File: src/rtl/conv_job_ctrl.sv
// Convolution job sequencer: walks the output pixel grid, drains the MAC pipeline,
// pulses finish toward clk_A and waits (with timeout) for the returned acknowledge.
module conv_job_ctrl #(
    parameter int IMG_W    = 8,
    parameter int IMG_H    = 8,
    parameter int K        = 3,
    parameter int PIPE_LAT = 3,
    parameter int TIMEOUT  = 200,
    parameter int CW       = 8
) (
    input  logic          clk_B,
    input  logic          rst,
    input  logic          start,
    input  logic          abort,
    input  logic          stall,
    input  logic          handshake,
    output logic          mac_en,
    output logic [CW-1:0] row,
    output logic [CW-1:0] col,
    output logic          last_pix,
    output logic          finish,
    output logic          busy,
    output logic          done,
    output logic          timeout_err
);

    localparam int OUT_W = IMG_W - K + 1;
    localparam int OUT_H = IMG_H - K + 1;
    localparam int FW    = (PIPE_LAT > 1) ? $clog2(PIPE_LAT) : 1;

    localparam logic [CW-1:0] LAST_COL   = CW'(OUT_W - 1);
    localparam logic [CW-1:0] LAST_ROW   = CW'(OUT_H - 1);
    localparam logic [CW-1:0] TO_LAST    = CW'(TIMEOUT - 1);
    localparam logic [FW-1:0] FLUSH_LAST = FW'(PIPE_LAT - 1);

    typedef enum logic [2:0] {
        ST_IDLE     = 3'd0,
        ST_RUN      = 3'd1,
        ST_FLUSH    = 3'd2,
        ST_SIGNAL   = 3'd3,
        ST_WAIT_ACK = 3'd4,
        ST_DONE     = 3'd5
    } state_t;

    state_t        state_r,     state_nxt_s;
    logic [CW-1:0] row_r,       row_nxt_s;
    logic [CW-1:0] col_r,       col_nxt_s;
    logic [FW-1:0] flush_cnt_r, flush_nxt_s;
    logic [CW-1:0] to_cnt_r,    to_nxt_s;
    logic          err_r,       err_nxt_s;
    logic          mac_en_s;
    logic          last_pix_s;

    // State, counters and sticky error register
    always_ff @(posedge clk_B or posedge rst) begin
        if (rst) begin
            state_r     <= ST_IDLE;
            row_r       <= '0;
            col_r       <= '0;
            flush_cnt_r <= '0;
            to_cnt_r    <= '0;
            err_r       <= 1'b0;
        end else begin
            state_r     <= state_nxt_s;
            row_r       <= row_nxt_s;
            col_r       <= col_nxt_s;
            flush_cnt_r <= flush_nxt_s;
            to_cnt_r    <= to_nxt_s;
            err_r       <= err_nxt_s;
        end
    end

    // Next-state and counter update; abort overrides every other transition
    always_comb begin
        state_nxt_s = state_r;
        row_nxt_s   = row_r;
        col_nxt_s   = col_r;
        flush_nxt_s = flush_cnt_r;
        to_nxt_s    = to_cnt_r;
        err_nxt_s   = err_r;
        mac_en_s    = (state_r == ST_RUN) && !stall;
        last_pix_s  = mac_en_s && (row_r == LAST_ROW) && (col_r == LAST_COL);

        if (abort) begin
            state_nxt_s = ST_IDLE;
            row_nxt_s   = '0;
            col_nxt_s   = '0;
        end else begin
            case (state_r)
                ST_IDLE: begin
                    if (start) begin
                        state_nxt_s = ST_RUN;
                        row_nxt_s   = '0;
                        col_nxt_s   = '0;
                        err_nxt_s   = 1'b0;
                    end else begin
                        state_nxt_s = ST_IDLE;
                    end
                end
                ST_RUN: begin
                    // Final pixel keeps row/col at their last values for the drain
                    if (last_pix_s) begin
                        state_nxt_s = ST_FLUSH;
                        flush_nxt_s = '0;
                    end else if (mac_en_s) begin
                        if (col_r == LAST_COL) begin
                            col_nxt_s = '0;
                            row_nxt_s = row_r + CW'(1);
                        end else begin
                            col_nxt_s = col_r + CW'(1);
                        end
                    end else begin
                        state_nxt_s = ST_RUN;
                    end
                end
                ST_FLUSH: begin
                    if (flush_cnt_r == FLUSH_LAST) begin
                        state_nxt_s = ST_SIGNAL;
                    end else begin
                        flush_nxt_s = flush_cnt_r + FW'(1);
                    end
                end
                ST_SIGNAL: begin
                    to_nxt_s    = '0;
                    state_nxt_s = ST_WAIT_ACK;
                end
                ST_WAIT_ACK: begin
                    // An ack on the final timeout cycle still counts as success
                    if (handshake) begin
                        state_nxt_s = ST_DONE;
                    end else if (to_cnt_r == TO_LAST) begin
                        err_nxt_s   = 1'b1;
                        state_nxt_s = ST_DONE;
                    end else begin
                        to_nxt_s = to_cnt_r + CW'(1);
                    end
                end
                ST_DONE: begin
                    state_nxt_s = ST_IDLE;
                end
                default: begin
                    state_nxt_s = ST_IDLE;
                end
            endcase
        end
    end

    assign mac_en      = mac_en_s;
    assign last_pix    = last_pix_s;
    assign row         = row_r;
    assign col         = col_r;
    assign finish      = (state_r == ST_SIGNAL);
    assign busy        = (state_r != ST_IDLE);
    assign done        = (state_r == ST_DONE);
    assign timeout_err = err_r;

endmodule

File: config.mk
export PLATFORM = sky130hd
export DESIGN_NAME = conv_job_ctrl
export DESIGN_NICKNAME = d
export VERILOG_FILES = /design/src/rtl/conv_job_ctrl.sv
export SDC_FILE = /design/constraint.sdc
export NUM_CORES = 1
export LEC_CHECK = 0
export CORE_ASPECT_RATIO = 0.6
export CORE_MARGIN = 3
export CORE_UTILIZATION = 51
export CTS_BUF_LIST = sky130_fd_sc_hd__clkbuf_4
export CTS_CLUSTER_SIZE = 12
export DETAILED_ROUTE_END_ITERATION = 16
export PLACE_DENSITY = 0.79
export REMOVE_ABC_BUFFERS = 1
export SLEW_MARGIN = 20
export SYNTH_ARGS = -nofsm -noshare
export SYNTH_HDL_FRONTEND = slang
export SYNTH_SLANG_ARGS = --single-unit
File: constraint.sdc
create_clock -name clk_B -period 2 [get_ports clk_B]
set_clock_uncertainty 0.15 [all_clocks]
set_input_delay 0.4 -clock clk_B [delete_from_list [all_inputs] [get_ports clk_B]]
set_output_delay 0.4 -clock clk_B [all_outputs]
set_load 0.005 [all_outputs]
Word-level counts from Yosys, hierarchy flattened
Cells that the tools add are included.
{ "op_classes": {"add_sub_neg": 4, "n_mul": 0, "div_mod_pow": 0, "order_cmp": 0, "n_eq_ne": 22, "n_shift": 0, "muxes": 29, "bitwise_logic": 1, "reduce_logical": 16} }
{ "ops": {"columns": ["op", "count"], "rows": [
  ["$mux W8", 11],
  ["$pmux W8 S2", 3],
  ["$add A8 B1 Y8 const B", 3],
  ["$mux W3", 6],
  ["$eq A8 B3 Y1 const B", 2],
  ["$pmux W3 S5", 1],
  ["$ne A2 B2 Y1 const B", 6],
  ["$ne A3 B3 Y1 const B", 4],
  ["$reduce_and A4 Y1", 3],
  ["$reduce_and A5 Y1", 2],
  ["$eq A8 B8 Y1 const B", 1],
  ["$ne A4 B4 Y1 const B", 2],
  ["$eq A3 B2 Y1 const B", 2],
  ["$eq A3 B3 Y1 const B", 2],
  ["$reduce_bool A2 Y1", 3],
  ["$reduce_bool A3 Y1", 2],
  ["$mux W1", 4],
  ["$mux W2", 2],
  ["$pmux W2 S2", 1],
  ["$eq A3 B1 Y1 const B", 1],
  ["$logic_and A1 B1 Y1", 3],
  ["$logic_not A3 Y1", 1],
  ["$ne A3 B2 Y1 const B", 1],
  ["$reduce_and A3 Y1", 1],
  ["other kinds (5)", 5]
]} }
{ "totals": {"regBits": 30, "latch_bits": 0, "ram_bits": 0, "mem_bits_ro": 0, "input_bits": 6, "output_inout_bits": 22, "elab_cells": 78, "n_memories": 0} }

Depth between registers and ports, before layout
{ "logic_depth": {"ltp_word": 7, "ltp_mapped": 7, "ltp_nobuf": 6} }

Least setup slack after synthesis
Ideal clock, no wire load.
{ "synth_timing": {"kind": "register -> register", "start": "register state_r[2]", "end": "register row_r[0] (netlist: row[0])", "setup_time_ps": 128, "arrival_ps": 1753, "required_ps": 1722, "setup_slack_ps": -30, "stages_incl_launch_ff": 7, "path_buffers": 1, "synth_period_minus_slack_ps": 2030, "cell_sequence": "dfrtp_1 > or4b_1 > buf_4 > clkinv_2 > a211oi_2 > a211oi_2 > mux2_1"} }
{ "synth_via": {"elab_chain_cells": 6, "elab_cells_between_ends": 13, "cone_classes": "eq/ne (5); mux (2); reduce/logical (6)"} }
{ "synth_rtl": {"columns": ["item", "line", "text"], "rows": [
  ["from (decl)", "45", "state_t state_r, state_nxt_s;"],
  ["from (signal assigned)", "64", "state_r <= state_nxt_s;"],
  ["$eq A3 B1 Y1 *", "81", "mac_en_s = (state_r == ST_RUN) && !stall;"],
  ["$logic_and A1 B1 Y1 *", "81", null],
  ["net mac_en", "17", "output logic mac_en,"],
  ["$logic_and A1 B1 Y1 (2 in a row)", "82", "last_pix_s = mac_en_s && (row_r == LAST_ROW) && (col_r == LAST_COL);"],
  ["$ne A3 B3 Y1 (no source line)", null, null],
  ["$reduce_and A5 Y1 (no source line) *", null, null],
  ["to (signal assigned)", "65", "row_r <= row_nxt_s;"],
  ["to (decl)", "46", "logic [CW-1:0] row_r, row_nxt_s;"]
]} }
The timed path passes the listed nets; every way through them passes the cells marked *.
A chain may end at the register's enable or synchronous reset.

Worst setup path in the final report
{ "layout_timing": {"start": "register row_r[1] (netlist: row[1])", "end": "output port last_pix"} }
{ "layout_via": {"elab_chain_cells": 3} }
{ "layout_rtl": {"columns": ["item", "line", "text"], "rows": [
  ["$eq A8 B3 Y1", "82", null],
  ["$logic_and A1 B1 Y1 (2 in a row)", "82", null],
  ["to (decl)", "20", "output logic last_pix,"]
]} }
Every way passes these cells.

==> flow_summary.yaml <==
synthesis:
  syn_area_per_cell_um2: 9.18
  yosys_warnings: 0
  synth_edf_count: 0
  syn_inst: 207
  async_flop_share: 1.00
  synth_largest_area_cell: "dfrtp_1"
  ys_top_cells_by_count: "30 x dfrtp_1, 14 x nand2_1, 13 x inv_1, 13 x nor2_1, 10 x a21oi_1"
  ys_seq_area_frac: 0.395
  synth_ff_type: "dfrtp_1"
  synth.area.top_cells: "dfrtp_1 40%, mux2i_1 4.2%, ha_1 4.0%"
  yosysTopAreaCellShare: 0.395
  syn_area_mm2: 0.00190
  yosys.cell_count.top_type: "dfrtp_1"
  ys_types: 52
  synth-seq-cells: 30
detailed_routing:
  routedWlPerCell_um: 24.3
  drt_iter0_markers: 198
  via_count: 2329
  ant_nets: 0
  wl_mm: 8.32
  viasPerCell: 6.79
  drcViolationCount: 0
  dr.pass1.iters: 5
power:
  power_frac_clock: 0.205
  p_comb_frac: 0.438
  power.share.switching: 0.365
  p_int_mw: 1.16
  switching_power_mw: 0.667
  max-vdd-ir-drop_mv: 0.629
  powerDensity_mw_per_mm2: 586
  cellLeakagePower_nw: 1.38
  seq_power_share: 0.357
cts:
  cts.sinks: 30
  htree_levels: 2
  root_buffer: "clkbuf_4"
  cts_buffers: 5
  tritoncts: "yes"
  clock_latency_ns: 0.35
  clk_pin_slew_worst_paths_ns: 0.10
  clk_path_buf_depth: 2
  hold_buffers: 0
finish:
  diodes: 0
  final_nets: 309
  final_util: 0.917
  fillerInstances: 121
  layoutNonFillerInstCount: 343
  drive_gt1_frac: 0.413
  area_growth_pct: 64.4
run_status:
  run_status: "complete, but fails checks"
  violations: "setup timing"
place:
  hpwl_mm: 3.95
  placed_cells: 314
  numPortBuffers: 27
  gp_congestion: 0.860
grt:
  first_global_vias: 2030
  grt_antenna_before_repair: 0
  grtUsageTotal: 0.296
  grt_first_pass_wirelength_mm: 10.1
  grt_max_degree: 31
  overflow: 0
floorplanning:
  dieWidth_um: 84.8
  die_h_um: 53.3
  ios: 28
  die-area_mm2: 0.00452
  rows: 16
  initial_core_util: 0.558
  core_region_area_mm2: 0.00340
timing:
  finalWorstSetupSlack_ns: -0.300
  final_hold_viol_count: 0
  max_slew_margin: 0.658
  finalSetupViolCount: 28
  tightest_slew_ns: 0.507
  grt_setup_unrepaired: "true"
  fin_crit_sh: 1.15
  final_max_slew_viol_count: 0
  hold_slack_ns: 0.298
  max_freq_mhz: 435
  finalCriticalPeriod_ns: 2.30
setup_path:
  cpPeakStageDelay_ns: 0.40
  crit_slowest_cell: "dfrtp_1"
  crit_buf_inv: 2
  setup.worst_path.end_class: "output pin"
  cp-start-kind: "flop"
  crit_fanout: 2
  cp_data_required_time_ns: 1.45
  path_cells: "inv_2, ha_4, nor4b_4, and4_4, and2_4, buf_6"
  worstPathArrival_ns: 1.75
  critical_path_class: "reg2out"
  cpLargestDelayFamily: "simple AND/OR/NAND/NOR gates"
worst_hold_path:
  min_path_type: "in2async"
job:
  drv_cap: 0
[cells in the final DEF (no fill, tap or decap), drive strengths merged, types with 3 or more instances in the layout]
cell type	count
a211oi	4
inv	13
clkbuf	9
buf	66
clkinv	3
mux2	3
nor2	13
a21oi	11
dfrtp	30
nor4b	3
xnor2	3
o21ai	10
and3	3
nand2b	8
nor4	7
a31oi	6
nor3	10
clkdlybuf4s50	19
mux2i	8
nand3	5
nand2	14
or3	5
ha	6
or4b	4
nand4	4
[kinds of logic (layout without fill, tap and decap cells)]
kind of cell | count (synthesis) | in the layout | synth area share
compound gates | 44 | 44 | 0.161
simple gates | 90 | 90 | 0.279
xor+xnor | 3 | 3 | 0.0138
flops | 30 | 30 | 0.395
fa+ha+maj | 6 | 6 | 0.0395
buf+inv | 23 | 114 | 0.0520
mux | 11 | 11 | 0.0599
[stage by stage]
step | power (mW) | instance area [µm²] | TNS [ns] | worst slack (ns)
after global placement | 1.11 | 2510 | -8.55 | -0.609
after CTS | 1.63 | 2800 | -0.902 | -0.302
after global routing | 1.88 | 3120 | -4.57 | -0.329
after detailed placement | 1.13 | 2510 | -9.66 | -0.665
final | 1.83 | 3120 | -3.07 | -0.300
after floorplan | 0.867 | 1850 | -0.724 | -0.214
[power by group through the flow]
stage               sequential (mW)  combinational [mW]  clock [mW]
global route                  0.653               0.828       0.400
detailed placement            0.652               0.478           0
finish                        0.652               0.801       0.375
floorplan                     0.682               0.185           0
global placement              0.652               0.458           0
CTS                           0.642               0.624       0.367
[metal layers]
| metal | global-route usage | routed length, µm | vias up |
|---|---|---|---|
| li1 | - | - | 941 |
| met1 | 0.411 | 3140 | 1106 |
| met2 | 0.464 | 3730 | 226 |
| met3 | 0.0560 | 1030 | 56 |
| met4 | 0.108 | 422 | 0 |
| met5 | 0 | 0 | - |
[worst paths after layout]
check,start,end,slack [ns],cells after the start
worst max-delay path,row[1],last_pix,-0.30,6
worst min-delay path,rst,to_cnt_r[5],0.30,3
worst max register to register,col[0],row[0],-0.23,8
worst min register to register,timeout_err,timeout_err,0.37,1
max in group asynchronous,rst,row[7],1.11,3
min in group clk_B,timeout_err,timeout_err,0.37,1
[final cells by class]
type                       count  area, µm²  area share
multi-input combinational    154       1350       0.432
timing repair buffer          92        856       0.274
sequential                    30        751       0.240
inverter                      14       57.6      0.0184
tap                           45       56.3      0.0180
clock buffer                   6       45.0      0.0144
clock inverter                 2       8.76     0.00281
[sequential cells by signal, indices dropped and copies added, names as in the netlist]
| signal | cells |
|---|---|
| state_r | 3 |
| col | 8 |
| to_cnt_r | 8 |
| row | 8 |
| timeout_err | 1 |
| flush_cnt_r | 2 |
[what timing repair did]
action | CTS | global route
pin swaps | 12 | 18
gates resized for setup | 50 | 53
endpoints found under the setup margin | 23 | 31
setup buffers | 8 | 15
gates cloned | 0 | 1
[worst reg2reg max path: cells and delay by family (launching register included)]
family                     cells  cell delay, ns
AOI/OAI and AO/OA              1            0.27
adders and majority gates      1            0.17
buffers and inverters          3            0.38
DFF                            1            0.43
muxes                          1            0.33
and+or+nand+nor                2            0.39
No activity file was read; power rests on OpenSTA's default activity.
